==> src/rtl/pc_fetch.sv <==
// Program counter and next-PC select for a single-cycle MIPS datapath.
// A RUN/HALT/FAULT state machine freezes fetch on a halt word or an illegal target.
module pc_fetch #(
    parameter logic [31:0] RESET_PC  = 32'h0000_0000,
    parameter int unsigned MEM_WORDS = 64,
    parameter logic [31:0] HALT_WORD = 32'h0000_000C
) (
    input  logic        clock,
    input  logic        reset,
    input  logic        enable,
    input  logic [31:0] instr,
    input  logic        branch_eq,
    input  logic        branch_ne,
    input  logic        zero,
    input  logic        jump,
    input  logic        jump_reg,
    input  logic [31:0] rs_value,
    output logic [31:0] pc,
    output logic [31:0] pc_plus4,
    output logic        halted,
    output logic        fault,
    output logic [31:0] fault_addr,
    output logic [31:0] instr_count
);

    localparam logic [31:0] PC_LIMIT  = 32'(MEM_WORDS * 32'd4);
    localparam logic [31:0] COUNT_MAX = 32'hFFFF_FFFF;

    typedef enum logic [1:0] {
        ST_RUN   = 2'b00,
        ST_HALT  = 2'b01,
        ST_FAULT = 2'b10
    } state_t;

    state_t      state_r;
    state_t      state_next_s;
    logic [31:0] pc_r;
    logic [31:0] pc_next_s;
    logic [31:0] fault_addr_r;
    logic [31:0] fault_addr_next_s;
    logic [31:0] instr_count_r;
    logic [31:0] count_next_s;
    logic        halted_r;
    logic        fault_r;
    logic [31:0] pc_plus4_s;
    logic [31:0] branch_off_s;
    logic [31:0] target_s;
    logic        taken_s;
    logic        illegal_s;

    // A target is unusable when it is not word aligned or lies beyond the ROM.
    function automatic logic target_illegal(input logic [31:0] addr);
        return (addr[1:0] != 2'b00) || (addr >= PC_LIMIT);
    endfunction

    assign pc_plus4_s   = pc_r + 32'd4;
    assign branch_off_s = {{14{instr[15]}}, instr[15:0], 2'b00};
    assign taken_s      = (branch_eq & zero) | (branch_ne & ~zero);

    // Prioritised next-target select: jr, then j/jal, then taken branch, then sequential.
    always_comb begin
        target_s = pc_plus4_s;
        if (jump_reg) begin
            target_s = rs_value;
        end else if (jump) begin
            target_s = {pc_plus4_s[31:28], instr[25:0], 2'b00};
        end else if (taken_s) begin
            target_s = pc_plus4_s + branch_off_s;
        end else begin
            target_s = pc_plus4_s;
        end
        illegal_s = target_illegal(target_s);
    end

    // Next-state and next-register values; everything holds unless RUN advances.
    always_comb begin
        state_next_s      = state_r;
        pc_next_s         = pc_r;
        fault_addr_next_s = fault_addr_r;
        count_next_s      = instr_count_r;
        case (state_r)
            ST_RUN: begin
                if (!enable) begin
                    state_next_s = ST_RUN;
                end else if (instr == HALT_WORD) begin
                    state_next_s = ST_HALT;
                end else if (illegal_s) begin
                    state_next_s      = ST_FAULT;
                    fault_addr_next_s = target_s;
                end else begin
                    pc_next_s    = target_s;
                    count_next_s = (instr_count_r == COUNT_MAX) ? COUNT_MAX
                                                                : instr_count_r + 32'd1;
                end
            end
            ST_HALT:  state_next_s = ST_HALT;
            ST_FAULT: state_next_s = ST_FAULT;
            // An unencoded state is treated as a fault so fetch stays frozen.
            default:  state_next_s = ST_FAULT;
        endcase
    end

    // State and datapath registers with synchronous reset.
    always_ff @(posedge clock) begin
        if (reset) begin
            state_r       <= ST_RUN;
            pc_r          <= RESET_PC;
            fault_addr_r  <= 32'h0000_0000;
            instr_count_r <= 32'h0000_0000;
            halted_r      <= 1'b0;
            fault_r       <= 1'b0;
        end else begin
            state_r       <= state_next_s;
            pc_r          <= pc_next_s;
            fault_addr_r  <= fault_addr_next_s;
            instr_count_r <= count_next_s;
            halted_r      <= (state_next_s == ST_HALT);
            fault_r       <= (state_next_s == ST_FAULT);
        end
    end

    assign pc          = pc_r;
    assign pc_plus4    = pc_plus4_s;
    assign halted      = halted_r;
    assign fault       = fault_r;
    assign fault_addr  = fault_addr_r;
    assign instr_count = instr_count_r;

endmodule

==> config.mk <==
export PLATFORM = sky130hd
export DESIGN_NAME = pc_fetch
export DESIGN_NICKNAME = d
export VERILOG_FILES = /design/src/rtl/pc_fetch.sv
export SDC_FILE = /design/constraint.sdc
export NUM_CORES = 1
export LEC_CHECK = 0
export CORE_MARGIN = 8
export CORE_UTILIZATION = 43
export DETAILED_ROUTE_END_ITERATION = 12
export HOLD_SLACK_MARGIN = 0.1
export PLACE_DENSITY = 0.75
export SLEW_MARGIN = 20
export SYNTH_ARGS = -nofsm -noshare
export SYNTH_HDL_FRONTEND = slang
export SYNTH_SLANG_ARGS = --single-unit
==> constraint.sdc <==
create_clock -name clock -period 6.45 [get_ports clock]
set_input_delay 0.645 -clock clock [delete_from_list [all_inputs] [get_ports clock]]
set_output_delay 0.645 -clock clock [all_outputs]
set_load 0.02 [all_outputs]
==> flow_metrics.py, run 1 <==
metrics = {
    "cts": {
        "clock-sinks": 100,
        "hold_buffers": 0,
        "cts_inserted_buffers": 9,
        "cts_tree": "built",
        "cts_setup_buffers": 0,
        "cts.reportedPaths.clkPinSlew_ns": 0.08,
        "cts-root-buf": "clkbuf_16",
        "cts_buffer_depth": 2,
        "cts_resized": 0,
        "htreeDepth": 3,
        "clock_latency_ns": 0.38,
    },
    "logic_synthesis": {
        "netlist_instances": 1021,
        "synthTopCellsByArea": "dfxtp_1 25%, ha_1 5.7%, nand2_1 4.7%, a21oi_1 3.6%, a211oi_1 3.3%",
        "yosysWarnings": 0,
        "synth_edf_count": 0,
        "synth_cell_types": 89,
        "ys_ff_latch": 100,
        "yosysSeqAreaShare_pct": 25.1,
        "yosys.area.top_type": "dfxtp_1",
        "ys_async_sr_fraction_pct": 0,
        "yosysMostFrequentCell": "dfxtp_1",
        "synthFlopType": "dfxtp_1",
        "avgSynthCellArea_um2": 7.80,
        "syn_nets": 1130,
        "synth_commonest_cells": "100 x dfxtp_1, 99 x nand2_1, 63 x nor2_1",
        "synth_area_um2": 7960,
        "yosysTopAreaCellShare_pct": 25.1,
    },
    "route": {
        "wirelength_mm": 32.9,
        "via_per_inst": 6.53,
        "first_pass_iters": 8,
        "postRouteAntennaNets": 0,
        "routed-via-count": 9307,
        "remaining_drc_errors": 0,
        "drt_iter0_markers": 976,
        "wire_per_inst_um": 23.1,
    },
    "critical_path": {
        "crit_path_top_delay_cell": "a31oi_4",
        "r2r-start": "pc[2]$_SDFFE_PP0P_",
        "cp-end-kind": "flip-flop",
        "worst-path-max-fanout": 24,
        "path_cells": "ha_1 > nand3_1 > buf_4 > nor4_1 > nand3_1 > xnor2_1 > ha_1 > a21oi_1 > a21boi_0 > o221a_2 > mux2_2 > nor4_1 > a221o_1 > nor4_4 > and4_2 > a31oi_4 > and2_1",
        "slowest_delay_ns": 0.56,
        "critical_path_class": "flip-flop to flip-flop",
        "cp-startpoint": "pc[2]$_SDFFE_PP0P_",
        "required_ns": 6.76,
        "crit_path_start_kind": "flip-flop",
        "worstPathArrival_ns": 6.16,
    },
    "flow_run": {
        "cap_violations": 0,
    },
    "timing": {
        "min_period_over_period_pct": 90.6,
        "hold_violations": 0,
        "rsz0062_at_grt": "false",
        "setup_tns_ns": 0,
        "clock-skew-final_ns": 0.0172,
        "tightest_slew_ns": 0.941,
        "clock.fmax_mhz": 171,
        "final_max_slew_viol_count": 0,
        "setup_viol": 0,
        "finalCriticalPeriod_ns": 5.84,
        "max_slew_margin_pct": 37.1,
    },
    "worst_hold_path": {
        "min_path_type": "flip-flop to flip-flop",
        "hold_start": "fault_addr[21]$_SDFFE_PP0P_",
    },
    "global_routing": {
        "grt_pass1_wl_mm": 50.9,
        "grt_pass1_vias": 8897,
        "track_usage_pct": 27.1,
        "antenna_found_initial": 0,
        "grt_overflow": 0,
        "grt_max_degree": 62,
    },
    "layout": {
        "final_nets": 1300,
        "insertedDiodeCount": 0,
        "syn_to_final_growth_pct": 31.2,
        "fillerInstances": 1700,
        "multi_input_area_um2": 5560,
        "final_cell_count_no_fill": 1425,
        "seqCellArea_um2": 2000,
        "drive_gt1_share_pct": 6.52,
    },
    "floorplanning": {
        "dieWidth_um": 152,
        "coreArea_um2": 18100,
        "rows": 49,
        "initial_utilization_pct": 44.0,
        "io_pins": 202,
        "fp.dieArea_um2": 23100,
        "fp.dieH_um": 152,
    },
    "placement": {
        "io_buffers": 201,
        "placedCellCount": 1409,
        "gp_routability_congestion": 1.00,
        "dp_hpwl_mm": 25.3,
    },
    "status": {
        "status": "complete, no violations",
    },
    "power": {
        "ir_drop_uv": 119,
        "p_leak_nw": 4.02,
        "powerDensity_nw_per_um2": 151,
    },
}
==> through the flow <==
stage | power, mW | util [%] | setup WS [ns] | hold slack [ns] | area, µm²
2_1_floorplan | 0.843 | - | 1.40 | 0.486 | 7960
3_3_place_gp | 0.998 | 56.1 | 0.880 | 0.449 | 10200
3_5_place_dp | 0.999 | 56.1 | 0.775 | 0.454 | 10200
4_1_cts | 1.57 | 57.8 | 0.728 | 0.465 | 10500
5_1_grt | 1.62 | 57.8 | 0.347 | 0.489 | 10500
6_report | 1.57 | 57.8 | 0.608 | 0.464 | 10500
==> critical path, delay by kind of cell, from the launching register on <==
kind	cells	cell delay (ns)
DFF	1	0.47
and+or+nand+nor	7	1.79
buffers and inverters	1	0.19
muxes	1	0.34
AOI/OAI and AO/OA	5	1.86
xor gates and xnor gates	1	0.44
adders and majority gates	2	0.68
==> power by group <==
| group | switching, mW | internal, mW |
|---|---|---|
| combinational | 0.207 | 0.140 |
| clock | 0.295 | 0.284 |
| sequential | 0.0131 | 0.634 |
| total | 0.515 | 1.06 |
==> final timing paths <==
kind	slack (ns)	cells after the start	to
max	0.61	17	pc[23]$_SDFFE_PP0P_
min	0.46	2	fault_addr[21]$_SDFFE_PP0P_
max reg2reg	0.61	17	pc[23]$_SDFFE_PP0P_
min reg2reg	0.46	2	fault_addr[21]$_SDFFE_PP0P_
==> registers in the layout, summed over array words and instances, names as in the netlist <==
| register | count |
|---|---|
| fault | 1 |
| fault_addr | 32 |
| halted | 1 |
| instr_count | 32 |
| pc | 32 |
| state_r | 2 |
==> cell usage in the layout, fill, tap and decap left out, types with 7 or more instances in the layout <==
| master | n |
|---|---|
| o22ai_1 | 11 |
| ha_1 | 36 |
| and3_1 | 30 |
| clkbuf_16 | 9 |
| a31oi_1 | 26 |
| o21ai_0 | 41 |
| inv_1 | 22 |
| a211oi_1 | 35 |
| a21o_1 | 12 |
| mux2i_1 | 8 |
| nor4_1 | 13 |
| xor2_1 | 18 |
| buf_4 | 25 |
| xnor2_1 | 15 |
| nand2_1 | 99 |
| dfxtp_1 | 100 |
| or3_1 | 10 |
| nand4_1 | 29 |
| nand3_1 | 40 |
| o211ai_1 | 20 |
| a221o_1 | 7 |
| a21oi_1 | 57 |
| nor2_1 | 63 |
| and4_1 | 14 |
| o211a_1 | 11 |
| and2_1 | 33 |
| a211o_1 | 12 |
| clkdlybuf4s50_1 | 200 |
| o21a_1 | 13 |
| nor3_1 | 26 |
| a311oi_1 | 18 |
| nor2b_1 | 16 |
| a41oi_1 | 18 |
==> routing by layer <==
metal	share of wire, %	up-vias	global-route usage, %
li1	-	4289	-
met3	9.5	79	6.61
met1	43	4414	35.5
met4	3.2	0	9.76
met2	44	525	42.6
met5	0	-	0
==> final cells by class <==
type | count | share of cell area, %
multi-input combinational | 829 | 53.2
timing repair buffer | 227 | 21.2
clock inverter | 6 | 0.599
inverter | 24 | 0.862
sequential | 100 | 19.2
clock buffer | 10 | 2.29
tap | 229 | 2.74
==> kinds of logic (layout without fill, tap and decap cells) <==
kind of cell	Yosys count	after routing	share of synthesized area, %
DFF	100	100	25.1
and+or+nand+nor	406	406	27.4
adders and majority gates	37	37	5.91
AOI/OAI and AO/OA	338	338	30.7
muxes	15	15	2.03
xor gates and xnor gates	33	33	3.63
buffers and inverters	92	267	5.17
Note: power is estimated with default switching activity, not from simulation.
==> run 2, diff against run 1 <==
--- a/config.mk
+++ b/config.mk
@@ -8,8 +8,10 @@
 export CORE_MARGIN = 8
 export CORE_UTILIZATION = 43
 export DETAILED_ROUTE_END_ITERATION = 12
+export GPL_TIMING_DRIVEN = 0
 export HOLD_SLACK_MARGIN = 0.1
 export PLACE_DENSITY = 0.75
+export REMOVE_ABC_BUFFERS = 1
 export SLEW_MARGIN = 20
 export SYNTH_ARGS = -nofsm -noshare
 export SYNTH_HDL_FRONTEND = slang
==> flow_metrics.py, run 2 (synthesis results as in run 1) <==
metrics = {
    "status": {
        "status": "complete, no violations",
    },
    "layout": {
        "multi_input_area_um2": 5640,
        "drive_gt1_share_pct": 6.15,
        "stdcell_area_um2": 10500,
        "fillerInstances": 1692,
        "seqCellArea_um2": 2000,
        "final_util_pct": 57.8,
        "final_nets": 1291,
        "syn_to_final_growth_pct": 31.2,
        "final_common_cell": "clkdlybuf4s50_1",
        "mostFrequentLayoutCells": "199 x clkdlybuf4s50_1, 100 x dfxtp_1, 99 x nand2_1, 63 x nor2_1, 57 x a21oi_1",
    },
    "critical_path": {
        "crit_path_start_kind": "flip-flop",
        "cp-end-kind": "flip-flop",
        "worst-path-max-fanout": 34,
        "required_ns": 6.75,
        "worstPathArrival_ns": 6.43,
        "critical_path_class": "flip-flop to flip-flop",
    },
    "cts": {
        "cts_buffer_depth": 2,
        "cts_tree": "built",
        "cts_inserted_buffers": 9,
        "cts-root-buf": "clkbuf_16",
        "clock_latency_ns": 0.36,
        "clock-sinks": 100,
        "cts.reportedPaths.clkPinSlew_ns": 0.08,
        "htreeDepth": 3,
        "hold_buffers": 0,
    },
    "global_routing": {
        "antenna_found_initial": 1,
        "busiest_layer": "met2",
        "grt_pass1_wl_mm": 50.1,
        "track_usage_pct": 26.7,
        "grt_use_met1_pct": 35.3,
        "grt_overflow": 0,
        "use_met2_pct": 43.0,
        "grt_pass1_vias": 8619,
        "met3_usage_pct": 5.45,
        "grt_max_degree": 62,
    },
    "power": {
        "p_leak_nw": 3.98,
        "ir_drop_uv": 124,
        "powerDensity_nw_per_um2": 150,
    },
    "placement": {
        "io_buffers": 201,
        "placed_cell_area_um2": 10000,
        "gp_routability_congestion": 0.939,
        "dp_hpwl_mm": 24.4,
    },
    "route": {
        "wire_per_inst_um": 23.3,
        "drt_iter0_markers": 867,
        "remaining_drc_errors": 0,
        "wirelength_mm": 33.1,
        "via_per_inst": 6.50,
        "routed-via-count": 9210,
        "first_pass_iters": 7,
        "postRouteAntennaNets": 0,
    },
    "timing": {
        "setup_tns_ns": 0,
        "min_period_over_period_pct": 95.1,
        "clock.fmax_mhz": 163,
        "max_slew_margin_pct": 28.6,
        "rsz0062_at_grt": "false",
        "final_max_slew_viol_count": 0,
        "clock-skew-final_ns": 0.0117,
        "tightest_slew_ns": 1.07,
        "hold_violations": 0,
        "setup_viol": 0,
        "hold_ws_ns": 0.462,
        "finalCriticalPeriod_ns": 6.13,
    },
    "floorplanning": {
        "rows": 49,
        "coreArea_um2": 18100,
        "io_pins": 202,
        "fp.dieH_um": 152,
        "initial_utilization_pct": 44.0,
        "fp.dieArea_um2": 23100,
        "dieWidth_um": 152,
    },
    "worst_hold_path": {
        "min_path_type": "flip-flop to flip-flop",
    },
    "flow_run": {
        "cap_violations": 0,
    },
}
run 2: cell types whose count changed in the layout (fill, tap and decap cells not counted), moves of 2 or more:
| cell | change |
|---|---|
| nor3_1 | -2 |
| inv_6 | -2 |
| inv_8 | +2 |
| diode_2 | +2 |
| buf_2 | +3 |
| buf_4 | -14 |
| nand3_4 | +2 |
run 2: final timing paths:
kind,startpoint,endpoint,slack [ns],cells past startpoint
max reg2reg,pc[2]$_SDFFE_PP0P_,pc[23]$_SDFFE_PP0P_,0.32,18
max,pc[2]$_SDFFE_PP0P_,pc[23]$_SDFFE_PP0P_,0.32,18
min reg2reg,fault_addr[18]$_SDFFE_PP0P_,fault_addr[18]$_SDFFE_PP0P_,0.46,2
min,fault_addr[18]$_SDFFE_PP0P_,fault_addr[18]$_SDFFE_PP0P_,0.46,2
run 2: stage by stage:
step / setup slack (ns) / cells / power [mW]
after global placement: -4.46 / 1383 / 0.992
after floorplan: 0.689 / 953 / 0.827
after CTS: 0.0877 / 1408 / 1.55
after detailed placement: 0.0137 / 1392 / 0.996
after global routing: 0.0522 / 1417 / 1.62
final: 0.315 / 1418 / 1.57
run 2: power by group:
group / leakage [nW] / total, mW / switching, mW / internal [mW]
sequential: 0.812 / 0.646 / 0.0121 / 0.634
clock: 0.145 / 0.569 / 0.291 / 0.278
combinational: 3.03 / 0.355 / 0.213 / 0.142
run 2: critical path, stage by stage, from the launching register on:
cell	delay [ns]
dfxtp_1	0.51
ha_1	0.24
nand3_1	0.34
nor4_2	0.38
nand3_1	0.14
xor2_1	0.29
inv_1	0.15
ha_1	0.41
a21o_1	0.23
a21boi_0	0.43
o221a_2	0.33
mux2_2	0.33
nor4_1	0.62
a221o_1	0.30
nor4_4	0.06
and4_2	0.35
buf_12	0.24
a31oi_4	0.47
and2_1	0.22
run 2: routing by layer:
metal | up-vias | routed length [µm]
li1 | 4288 | -
met3 | 46 | 2820
met2 | 453 | 15100
met4 | 0 | 785
met1 | 4423 | 14400
met5 | - | 0
run 2: area by class of cell:
type,instances,area share [%]
Antenna cell,2,0.0479
Clock buffer,9,2.15
Clock inverter,7,0.718
Inverter,24,0.874
Multi-Input combinational cell,831,54.0
Sequential cell,100,19.2
Tap cell,229,2.74
Timing Repair Buffer,216,20.3
run 2: timing repair:
action / CTS / global route
endpoints found under the setup margin: 0 / 64
resized for setup: 0 / 6
setup buffers: 0 / 6
==> run 3, diff against run 2 <==
--- a/config.mk
+++ b/config.mk
@@ -10,6 +10,7 @@
 export DETAILED_ROUTE_END_ITERATION = 12
 export GPL_TIMING_DRIVEN = 0
 export HOLD_SLACK_MARGIN = 0.1
+export MAX_ROUTING_LAYER = met4
 export PLACE_DENSITY = 0.75
 export REMOVE_ABC_BUFFERS = 1
 export SLEW_MARGIN = 20
==> flow_metrics.py, run 3 (synthesis results as in run 1) <==
metrics = {
    "status": {
        "status": "complete, no violations",
    },
    "route": {
        "drt_iter0_markers": 902,
        "routed-via-count": 9162,
        "via_per_inst": 6.49,
        "remaining_drc_errors": 0,
        "wirelength_mm": 32.9,
        "first_pass_iters": 6,
        "wire_per_inst_um": 23.3,
        "postRouteAntennaNets": 0,
    },
    "layout": {
        "final_common_cell": "clkdlybuf4s50_1",
        "fillerInstances": 1667,
        "final_util_pct": 57.6,
        "syn_to_final_growth_pct": 30.7,
        "drive_gt1_share_pct": 5.76,
        "mostFrequentLayoutCells": "199 x clkdlybuf4s50_1, 100 x dfxtp_1, 99 x nand2_1, 63 x nor2_1, 57 x a21oi_1",
        "seqCellArea_um2": 2000,
        "multi_input_area_um2": 5630,
        "stdcell_area_um2": 10400,
        "final_nets": 1285,
    },
    "placement": {
        "placed_cell_area_um2": 10000,
        "gp_routability_congestion": 0.950,
        "pre_cts_ws_ns": 0.0702,
        "dp_hpwl_mm": 24.3,
        "io_buffers": 201,
    },
    "worst_hold_path": {
        "min_path_type": "flip-flop to flip-flop",
    },
    "timing": {
        "min_period_over_period_pct": 97.0,
        "setup_tns_ns": 0,
        "hold_violations": 0,
        "clock-skew-final_ns": 0.0177,
        "clock.fmax_mhz": 160,
        "setup_viol": 0,
        "setup_slack_ns": 0.191,
        "final_max_slew_viol_count": 0,
        "hold_ws_ns": 0.463,
        "rsz0062_at_grt": "false",
        "tightest_slew_ns": 1.11,
        "max_slew_margin_pct": 25.7,
        "finalCriticalPeriod_ns": 6.26,
    },
    "floorplanning": {
        "fp.dieArea_um2": 23100,
        "fp.dieH_um": 152,
        "rows": 49,
        "coreArea_um2": 18100,
        "dieWidth_um": 152,
        "initial_utilization_pct": 44.0,
        "io_pins": 202,
    },
    "cts": {
        "clock_latency_ns": 0.37,
        "cts.reportedPaths.clkPinSlew_ns": 0.08,
        "cts_buffer_depth": 2,
        "clock-sinks": 100,
        "cts_tree": "built",
        "hold_buffers": 0,
        "htreeDepth": 3,
        "cts-root-buf": "clkbuf_16",
        "cts_inserted_buffers": 9,
    },
    "power": {
        "p_leak_nw": 3.95,
        "powerDensity_nw_per_um2": 150,
        "ir_drop_uv": 125,
    },
    "global_routing": {
        "grt_pass1_vias": 8688,
        "met3_usage_pct": 4.03,
        "grt_max_degree": 62,
        "grt_overflow": 0,
        "antenna_found_initial": 1,
        "busiest_layer": "met2",
        "grt_use_met1_pct": 35.7,
        "track_usage_pct": 27.5,
        "use_met2_pct": 42.2,
        "grt_pass1_wl_mm": 50.1,
    },
    "critical_path": {
        "worst-path-buf-inv": 2,
        "critical_path_class": "flip-flop to flip-flop",
        "path_common_cell": "nand4_1",
        "crit_family": "simple AND/OR/NAND/NOR gates",
        "worst-path-max-fanout": 30,
        "crit_path_start_kind": "flip-flop",
        "crit_path_top_delay_cell": "o22ai_1",
        "required_ns": 6.70,
        "slowest_delay_ns": 0.71,
        "path_cells": "nand4_1 > nor3_1 > nand3_1 > xnor2_1 > ha_1 > nand4_1 > nor4_1 > and3_1 > nor2_1 > a211oi_1 > o22ai_1 > nand3_4 > inv_4 > nor4_4 > buf_6 > a311oi_1",
        "worstPathArrival_ns": 6.51,
        "cp-end-kind": "flip-flop",
    },
    "flow_run": {
        "cap_violations": 0,
    },
}
run 3: layer usage:
layer / up-vias / part of all wire [%]
met4: 0 / 3.6
li1: 4269 / -
met3: 68 / 8.5
met2: 500 / 45
met5: - / 0
met1: 4325 / 43
run 3: cell type report:
type	count	share of cell area, %
Clock buffer	9	2.16
Timing Repair Buffer	211	20.1
Tap cell	229	2.75
Antenna cell	1	0.0240
Multi-Input combinational cell	830	54.1
Clock inverter	7	0.757
Sequential cell	100	19.2
Inverter	24	0.889
run 3: repair_timing:
item,in CTS,in global routing
hold endpoints to repair,0,0
gates resized for setup,0,8
setup endpoints to repair,0,67
setup buffers,0,1
run 3: worst reg2reg max path, stage by stage (launching register included):
cell      delay (ns)
dfxtp_1         0.53
nand4_1         0.38
nor3_1          0.56
nand3_1         0.17
xnor2_1         0.44
ha_1            0.45
nand4_1         0.32
nor4_1          0.11
and3_1          0.19
nor2_1          0.38
a211oi_1        0.25
o22ai_1         0.71
nand3_4         0.61
inv_4           0.47
nor4_4          0.10
buf_6           0.19
a311oi_1        0.30
run 3: final timing paths:
path / cells after the start / endpoint / startpoint / slack (ns)
setup / recovery: 16 / instr_count[7]$_SDFFE_PP0P_ / pc[4]$_SDFFE_PP0P_ / 0.19
setup reg to reg: 16 / instr_count[7]$_SDFFE_PP0P_ / pc[4]$_SDFFE_PP0P_ / 0.19
hold / removal: 2 / fault_addr[23]$_SDFFE_PP0P_ / fault_addr[23]$_SDFFE_PP0P_ / 0.46
hold reg to reg: 2 / fault_addr[23]$_SDFFE_PP0P_ / fault_addr[23]$_SDFFE_PP0P_ / 0.46
run 3: power by group:
group,leakage (nW),switching (mW),internal (mW)
Combinational,3.00,0.210,0.138
Clock,0.142,0.292,0.276
Sequential,0.812,0.0117,0.634
run 3: per-stage QoR:
| step | std cells | total power [mW] |
|---|---|---|
| finish | 1411 | 1.56 |
| global route | 1411 | 1.61 |
| CTS | 1408 | 1.55 |
| detailed placement | 1392 | 0.994 |
| global placement | 1383 | 0.991 |
| floorplan | 953 | 0.827 |
